--- src/rtl/dff_ram_72x8.sv ---
// -----------------------------------------------------------------------------
// dff_ram_72x8
// Flip-flop based single-port RAM, 8 words x 72 bits. Writes are synchronous.
// Reads are registered: data_out shows the addressed word one rising edge
// after the read is sampled. Enable and write strobe are both active low.
// The store is built from plain DFFs so it can be used as a small register
// file in the ASIC flow without a memory macro.
//
// Ports
//   clk       in   1           single clock, all state on rising edge
//   rst       in   1           asynchronous active-high reset, clears
//                              every word and data_out
//   address   in   ADDR_WIDTH  word select for read and write
//   en        in   1           chip enable, active low (0 = selected)
//   wr        in   1           write strobe, active low (0 = write, 1 = read)
//   data_in   in   DATA_WIDTH  write data
//   data_out  out  DATA_WIDTH  registered read data, holds between reads
// -----------------------------------------------------------------------------
module dff_ram_72x8 #(
   parameter int DATA_WIDTH = 72,
   parameter int DEPTH      = 8,
   parameter int ADDR_WIDTH = 3
) (
   input  logic                  clk,
   input  logic                  rst,
   input  logic [ADDR_WIDTH-1:0] address,
   input  logic                  en,
   input  logic                  wr,
   input  logic [DATA_WIDTH-1:0] data_in,
   output logic [DATA_WIDTH-1:0] data_out
);

   logic [DATA_WIDTH-1:0] mem_r [DEPTH];
   logic [DATA_WIDTH-1:0] data_out_r;
   logic                  wr_en_s;
   logic                  rd_en_s;

   // Decode the active-low enable/strobe pair into one-hot write/read requests.
   always_comb begin
      wr_en_s = 1'b0;
      rd_en_s = 1'b0;
      if (en == 1'b0) begin
         if (wr == 1'b0) begin
            wr_en_s = 1'b1;
         end else begin
            rd_en_s = 1'b1;
         end
      end else begin
         wr_en_s = 1'b0;
         rd_en_s = 1'b0;
      end
   end

   // Storage array: async clear, otherwise write the addressed word.
   always_ff @(posedge clk or posedge rst) begin
      if (rst) begin
         for (int i = 0; i < DEPTH; i++) begin
            mem_r[i] <= {DATA_WIDTH{1'b0}};
         end
      end else if (wr_en_s) begin
         mem_r[address] <= data_in;
      end
   end

   // Read register: samples the pre-edge word on a read, otherwise holds.
   // Writes never pass through to data_out.
   always_ff @(posedge clk or posedge rst) begin
      if (rst) begin
         data_out_r <= {DATA_WIDTH{1'b0}};
      end else if (rd_en_s) begin
         data_out_r <= mem_r[address];
      end
   end

   assign data_out = data_out_r;

endmodule

--- config.mk ---
export PLATFORM = sky130hd
export DESIGN_NAME = dff_ram_72x8
export DESIGN_NICKNAME = d
export VERILOG_FILES = /design/src/rtl/dff_ram_72x8.sv
export SDC_FILE = /design/constraint.sdc
export NUM_CORES = 1
export LEC_CHECK = 0
export CAP_MARGIN = 20
export CORE_MARGIN = 5
export CORE_UTILIZATION = 60
export CTS_CLUSTER_SIZE = 12
export DETAILED_ROUTE_END_ITERATION = 10
export GPL_ROUTABILITY_DRIVEN = 0
export PLACE_DENSITY = 0.85
export SKIP_CTS_REPAIR_TIMING = 1
export SYNTH_ARGS = -nofsm -noshare
export SYNTH_HDL_FRONTEND = slang
export SYNTH_SLANG_ARGS = --single-unit
--- constraint.sdc ---
create_clock -name clk -period 34.9 [get_ports clk]
set_clock_uncertainty 0.15 [all_clocks]
set_input_delay 8.725 -clock clk [delete_from_list [all_inputs] [get_ports clk]]
set_output_delay 8.725 -clock clk [all_outputs]
set_load 0.1 [all_outputs]
# Yosys cells after proc, flatten, opt, wreduce, memory -nomap -nowiden
# Cells that the tools add are included.
# totals
ff_bits	648
in_bits	79
word_cells	23
# classes
order_cmp	2
muxes	10
bitwise_logic	1
reduce_logical	1
# op_table
cell	n
$bwmux W576	1
$bmux W72 S3	1
$demux W72 S3	1
$mux W72	3
$ge A4 B4 Y1 const B	1
$lt A4 B1 Y1 const B	1
$mux W1	4
$not A3 Y4	1
$logic_and A1 B1 Y1	1

# Logic depth before layout (Yosys ltp)
# Gate-level depths: netlist of the first run.
# logic_depth
depth_word	6
ltp_mapped	6
mapped_depth_nobuf	3

# Worst setup path after synthesis of the first run
# OpenSTA, ideal clock, no wires.
# synth_timing
path_kind	input port to flip-flop
from	in address[2]
to	reg mem_r[216] (netlist bit)
arrival_time_ns	9.929
required_ns	34.625
path_slack_ns	24.696
cell_stages	5
n_path_buf	2
path_cell_list	clkbuf_1 -> nor2b_1 -> nand2_1 -> clkbuf_1 -> mux2_2
# synth_between
elab_chain_len	6
elab_cells_between_ends	7
# synth_rtl
element	line	source
from (decl)	26	input logic [ADDR_WIDTH-1:0] address,
$not A3 Y4 (implied by the code) (*)	61	mem_r[address] <= data_in;
$ge A4 B4 Y1 (implied by the code) / $lt A4 B1 Y1 (equally long branches)	61	
$logic_and A1 B1 Y1 (implied by the code)	61	
$mux W72 (implied by the code)	61	
$demux W72 S3 (*)	61	
$bwmux W576 (*)	61	
to (signal, indexed assignment)	58	mem_r[i] <= {DATA_WIDTH{1'b0}};
to (signal, indexed assignment)	61	
to (decl)	33	logic [DATA_WIDTH-1:0] mem_r [DEPTH];
# Every way passes the cells marked *; elsewhere a longest branch is shown, timed or not.
# A chain may end at the register's enable or synchronous reset.

# Final worst setup path of the first run
# layout_timing
from	in address[0]
to	reg data_out_r[47], in the netlist data_out[47]
# layout_between
elab_chain_len	4
# layout_rtl
element	line	source
$not A3 Y4 (implied by the code)	71	data_out_r <= mem_r[address];
$bmux W72 S3	71	
$mux W72 (implied by the code) (2 in series)	71	
to (signal assigned)	69	data_out_r <= {DATA_WIDTH{1'b0}};
to (signal assigned)	71	
to (decl)	34	logic [DATA_WIDTH-1:0] data_out_r;
# Every way passes these cells. The select of a mux whose other input is x is not followed.

==> metrics.yaml, run 1 <==
status:
  status: "complete, no violations"
grt:
  track_usage_pct: 25.0
  grt_pass1_vias: 18400
  gr-total-overflow: 0
  grt_max_degree: 191
  grt_pass1_wl_mm: 102
  antenna_found_initial: 8
die:
  die_h_um: 227
  ios: 151
  dieWidth_um: 227
  rows: 79
  coreArea_um2: 46600
  dieArea_um2: 51600
  start_util_pct: 60.7
setup_path:
  crit_family: "buffers and inverters"
  worstPathCellList: "buf_8, buf_4, buf_4, mux2i_1, o22a_1, a31oi_1"
  start_kind: "input port"
  crit_slowest_cell: "buf_4"
  crit_path_max_incr_delay_ns: 0.95
  critPathBufInv: 3
  critPathKind: "in2reg"
  crit_top_cell: "buf_4"
  crit_path_end_kind: "flip-flop"
  crit_arrival_ns: 11.73
  required_ns: 35.15
  crit_fanout: 83
logic_synthesis:
  synthArstFlopShare_pct: 100
  synth_cells: 1956
  synth_area_leaders: "dfrtp_1 57%, mux2_2 23%, mux2i_1 10%, o22a_1 4.5%, a31oi_1 1.6%"
  yosys_warnings: 0
  synth_seq_area_share_pct: 57.4
  synth_ff_type: "dfrtp_1"
  yosys_register_bits: 648
  synth_top_area_cell: "dfrtp_1"
  synthTopCellsByCount: "648 x dfrtp_1, 571 x mux2_2, 288 x mux2i_1, 144 x o22a_1, 73 x nor2_1"
  synth_edf_count: 0
  synth_area_um2: 28300
  netlist.area_leader.share_pct: 57.4
  ys_types: 18
  synth_nets: 2035
  synth_most_common_cell: "dfrtp_1"
  avgSynthCellArea_um2: 14.5
route:
  drc: 0
  wirelength_mm: 63.7
  wl_per_cell_um: 23.4
  drt_iter0_drc: 1148
  vias: 16900
  ant_nets: 0
  vias_per_cell: 6.22
  firstDrtPassIters: 5
timing:
  period_share_pct: 32.9
  rsz0062_at_grt: "false"
  setup_viol: 0
  hold_viol_final: 0
  drv_slew: 0
  whs_ns: 0.346
  tightest_slew_ns: 1.14
  period_minus_slack_ns: 11.48
  slew_headroom_pct: 23.9
  max_freq_ghz: 0.0871
  setup-tns-final_ns: 0
power:
  vdd.ir_drop.worst_uv: 43.7
  power_density_nw_per_um2: 66.5
  leakagePower_uw: 0.0145
layout:
  layout.nets: 2143
  area_growth_pct: 14.3
  nFillCells: 3138
  drive_gt1_share_pct: 32.9
place:
  place_hpwl_mm: 34.0
  port_buffers: 150
clock_tree:
  root_buffer: "clkbuf_16"
  clockBufferDepth: 3
  cts_tree: "yes"
  cts.clk_slew.worst_paths_ns: 0.06
  cts_buffers: 67
  cts.sinks: 648
  clk_latency_ns: 0.58
  cts.htree.levels: 3
job:
  maxCapViolations: 0
worst_hold_path:
  hold_class: "reg2reg"
-- routing by layer --
metal  up-vias  wire, µm  global-route usage (%)
met4         8      1050                    6.98
met5         -        59                       0
met3        93      3430                    4.71
li1       7467         -                       -
met1      8963     28000                    35.5
met2       378     31200                    40.5
-- cell usage in the layout (no fill, tap or decap) --
cell type          n
a31oi_1           72
dfrtp_1          648
nor3b_2            1
nand3_4            2
clkbuf_1          32
or2_4              1
o22a_1           144
diode_2            5
nor3_1             1
clkdlybuf4s50_1  149
nand2_4            7
mux2_2           571
buf_2              1
mux2_1             5
clkbuf_8           8
nor2_1            73
nand2b_4           2
buf_16             1
mux2i_1          288
inv_8              1
inv_6              1
nor2b_4            1
buf_8              1
buf_4             22
nor2b_1            2
buf_12             2
clkbuf_16         71
-- cell families (layout without fill, tap and decap cells) --
| group | count (synthesis) | in the layout | synth area share [%] |
|---|---|---|---|
| multiplexers | 864 | 864 | 33.1 |
| AO/OA/AOI/OAI | 216 | 216 | 6.05 |
| other | 0 | 5 | 0 |
| buffers and inverters | 138 | 289 | 2.15 |
| flip-flops | 648 | 648 | 57.4 |
| AND/OR/NAND/NOR | 90 | 90 | 1.29 |
-- power by group --
| group | leakage, µW | switching (µW) | internal, µW | total (µW) |
|---|---|---|---|---|
| Clock | 0.000975 | 274 | 390 | 663 |
| Sequential | 0.00790 | 91.5 | 923 | 1010 |
| Combinational | 0.00567 | 255 | 215 | 470 |
-- sequential cells by signal, summed over array words and instances, names as in the netlist --
signal,cells
data_out,72
mem_r,576
-- stage by stage --
| stage | worst slack [ns] | power, µW | cells | instance area (µm²) | utilization [%] |
|---|---|---|---|---|---|
| floorplan | 7.87 | 1370 | 1956 | 28300 | - |
| global placement | 22.81 | 1460 | 2599 | 30200 | 64.9 |
| detailed placement | 22.69 | 1490 | 2599 | 30200 | 64.9 |
| CTS | 23.32 | 2160 | 2711 | 32200 | 69.3 |
| global route | 23.11 | 2240 | 2717 | 32300 | 69.4 |
| finish | 23.42 | 2150 | 2719 | 32300 | 69.4 |
-- final timing paths --
path	from	endpoint	slack, ns	depth (start not counted)
worst max-delay path	address[0]	data_out[47]	23.42	6
worst min-delay path	mem_r[10]	mem_r[10]	0.35	1
worst max register to register	mem_r[191]	data_out[47]	33.66	3
worst min register to register	mem_r[10]	mem_r[10]	0.35	1
max in group asynchronous	rst	data_out[41]	23.57	4
min in group asynchronous	rst	mem_r[295]	8.59	2
-- cell type report --
class | count | area, µm² | area share [%]
Clock inverter | 1 | 8.76 | 0.0271
Clock buffer | 111 | 2010 | 6.21
Inverter | 1 | 11.3 | 0.0349
Sequential cell | 648 | 16200 | 50.2
Multi-Input combinational cell | 1170 | 11500 | 35.7
Timing Repair Buffer | 176 | 1740 | 5.40
Tap cell | 607 | 759 | 2.35
Antenna cell | 5 | 12.5 | 0.0387
(Power assumes the default switching activity.)
==> inputs of run 2 (changes only) <==
--- a/config.mk
+++ b/config.mk
@@ -7,11 +7,11 @@
 export LEC_CHECK = 0
 export CAP_MARGIN = 20
 export CORE_MARGIN = 5
-export CORE_UTILIZATION = 60
+export CORE_UTILIZATION = 54
 export CTS_CLUSTER_SIZE = 12
 export DETAILED_ROUTE_END_ITERATION = 10
 export GPL_ROUTABILITY_DRIVEN = 0
-export PLACE_DENSITY = 0.85
+export PLACE_DENSITY = 0.81
 export SKIP_CTS_REPAIR_TIMING = 1
 export SYNTH_ARGS = -nofsm -noshare
 export SYNTH_HDL_FRONTEND = slang
==> constraint.sdc (replaced) <==
create_clock -name clk -period 9.5 [get_ports clk]
set_clock_uncertainty 0.15 [all_clocks]
set_input_delay 2.375 -clock clk [delete_from_list [all_inputs] [get_ports clk]]
set_output_delay 2.375 -clock clk [all_outputs]
set_load 0.1 [all_outputs]
==> run 2 against run 1 <==
First-iteration DRC count decreased by 1.7%. Non-clock buffer count rose by 2. Worst setup slack got worse by 20 ns. Design area grew 0.13%. Global-route usage fell by 2.2 points. Largest cell class unchanged. Highest routed layer unchanged.
==> metrics.yaml, run 2 (synthesis results as in run 1) <==
place:
  placed_area_um2: 30300
  place_hpwl_mm: 35.7
  port_buffers: 150
route:
  firstDrtPassIters: 4
  wl_per_cell_um: 23.2
  wirelength_mm: 64.4
  ant_nets: 0
  vias_per_cell: 6.04
  drc: 0
  vias: 16800
  drt_iter0_drc: 1128
layout:
  fin_area_um2: 32300
  area_growth_pct: 14.4
  layout.nets: 2145
  mostFrequentLayoutCells: "648 x dfrtp_1, 571 x mux2_2, 288 x mux2i_1"
  utilization_pct: 62.7
  drive_gt1_share_pct: 33.3
  regMostFlops: "mem_r"
  layout_commonest_cell: "dfrtp_1"
  largest_register_ffs: 576
clock_tree:
  clockBufferDepth: 3
  cts.sinks: 648
  cts_buffers: 67
  cts_tree: "yes"
  clk_latency_ns: 0.61
  root_buffer: "clkbuf_16"
  cts.htree.levels: 3
  cts.clk_slew.worst_paths_ns: 0.06
timing:
  hold_viol_final: 0
  drv_slew: 0
  whs_ns: 0.343
  slew_headroom_pct: 24.5
  max_freq_ghz: 0.169
  setup_viol: 0
  tightest_slew_ns: 1.13
  period_share_pct: 62.4
  period_minus_slack_ns: 5.92
  rsz0062_at_grt: "false"
die:
  ios: 151
  coreArea_um2: 51600
  die_h_um: 239
  start_util_pct: 54.8
  rows: 83
  dieWidth_um: 239
  dieArea_um2: 57000
setup_path:
  r2r_start: "mem_r[351]"
  crit_path_end_kind: "flip-flop"
  crit_fanout: 63
  critPathKind: "in2reg"
  crit_path_max_incr_delay_ns: 0.93
  crit_top_cell: "buf_4"
  crit_cells: 7
  required_ns: 9.75
  crit_arrival_ns: 6.17
  cp-startpoint: "address[0]"
  r2r.worst_path.cells: 3
  crit_slowest_cell: "buf_4"
  critPathBufInv: 4
  start_kind: "input port"
  crit_family: "buffers and inverters"
  worstPathCellList: "buf_8, buf_4, buf_4, buf_4, mux2i_1, o22a_1, a31oi_1"
worst_hold_path:
  hold_class: "reg2reg"
  holdCritStartpoint: "mem_r[54]"
  min_path_cells: 1
grt:
  track_usage_pct: 22.8
  gr-total-overflow: 0
  grt_max_degree: 168
  grt_util_met2_pct: 37.7
  antenna_found_initial: 8
  grt_pass1_vias: 18200
  use_met1_pct: 31.4
  grt_pass1_wl_mm: 104
  busiest_layer: "met2"
  use_met3_pct: 4.46
job:
  maxCapViolations: 0
status:
  status: "complete, no violations"
power:
  vdd.ir_drop.worst_uv: 217
  power_density_nw_per_um2: 243
  leakagePower_uw: 0.0145
-- run 2: worst paths after layout --
path	endpoint	slack, ns
worst max-delay path	data_out[44]	3.58
worst min-delay path	mem_r[54]	0.34
worst max register to register	data_out[63]	8.33
worst min register to register	mem_r[54]	0.34
max in group asynchronous	mem_r[401]	5.37
min in group asynchronous	data_out[64]	2.02
-- run 2: area by class of cell --
class	count	area, µm²
clock buffer	93	1870
timing repair buffer	178	1760
clock inverter	9	100
multi-input combinational	1170	11500
sequential	648	16200
tap	680	851
antenna	1	2.50
inverter	1	7.51
fill	3733	19300
-- run 2: per-stage QoR --
step / setup WS (ns) / std cells / total power [µW] / TNS [ns]
after floorplan: -1.88 / 1956 / 5030 / -1218.00
after detailed placement: 2.95 / 2675 / 5490 / 0
final: 3.58 / 2780 / 7860 / 0
after CTS: 3.57 / 2777 / 7930 / 0
after global routing: 3.37 / 2779 / 8230 / 0
after global placement: 3.06 / 2675 / 5380 / 0
-- run 2: where the power goes --
group | internal (µW) | switching [µW]
Sequential | 3390 | 331
Clock | 1390 | 1030
Combinational | 789 | 932
Total | 5570 | 2290
-- run 2: worst reg2reg max path, delay by kind of cell, from the launching register on --
kind	cells	cell delay, ns
flops	1	0.38
compound gates	2	0.28
mux	1	0.18
-- run 2: layer usage --
metal / wire length (µm) / vias up
li1: - / 7421
met1: 28700 / 8970
met2: 31700 / 288
met3: 2770 / 93
met4: 1180 / 14
met5: 99 / -
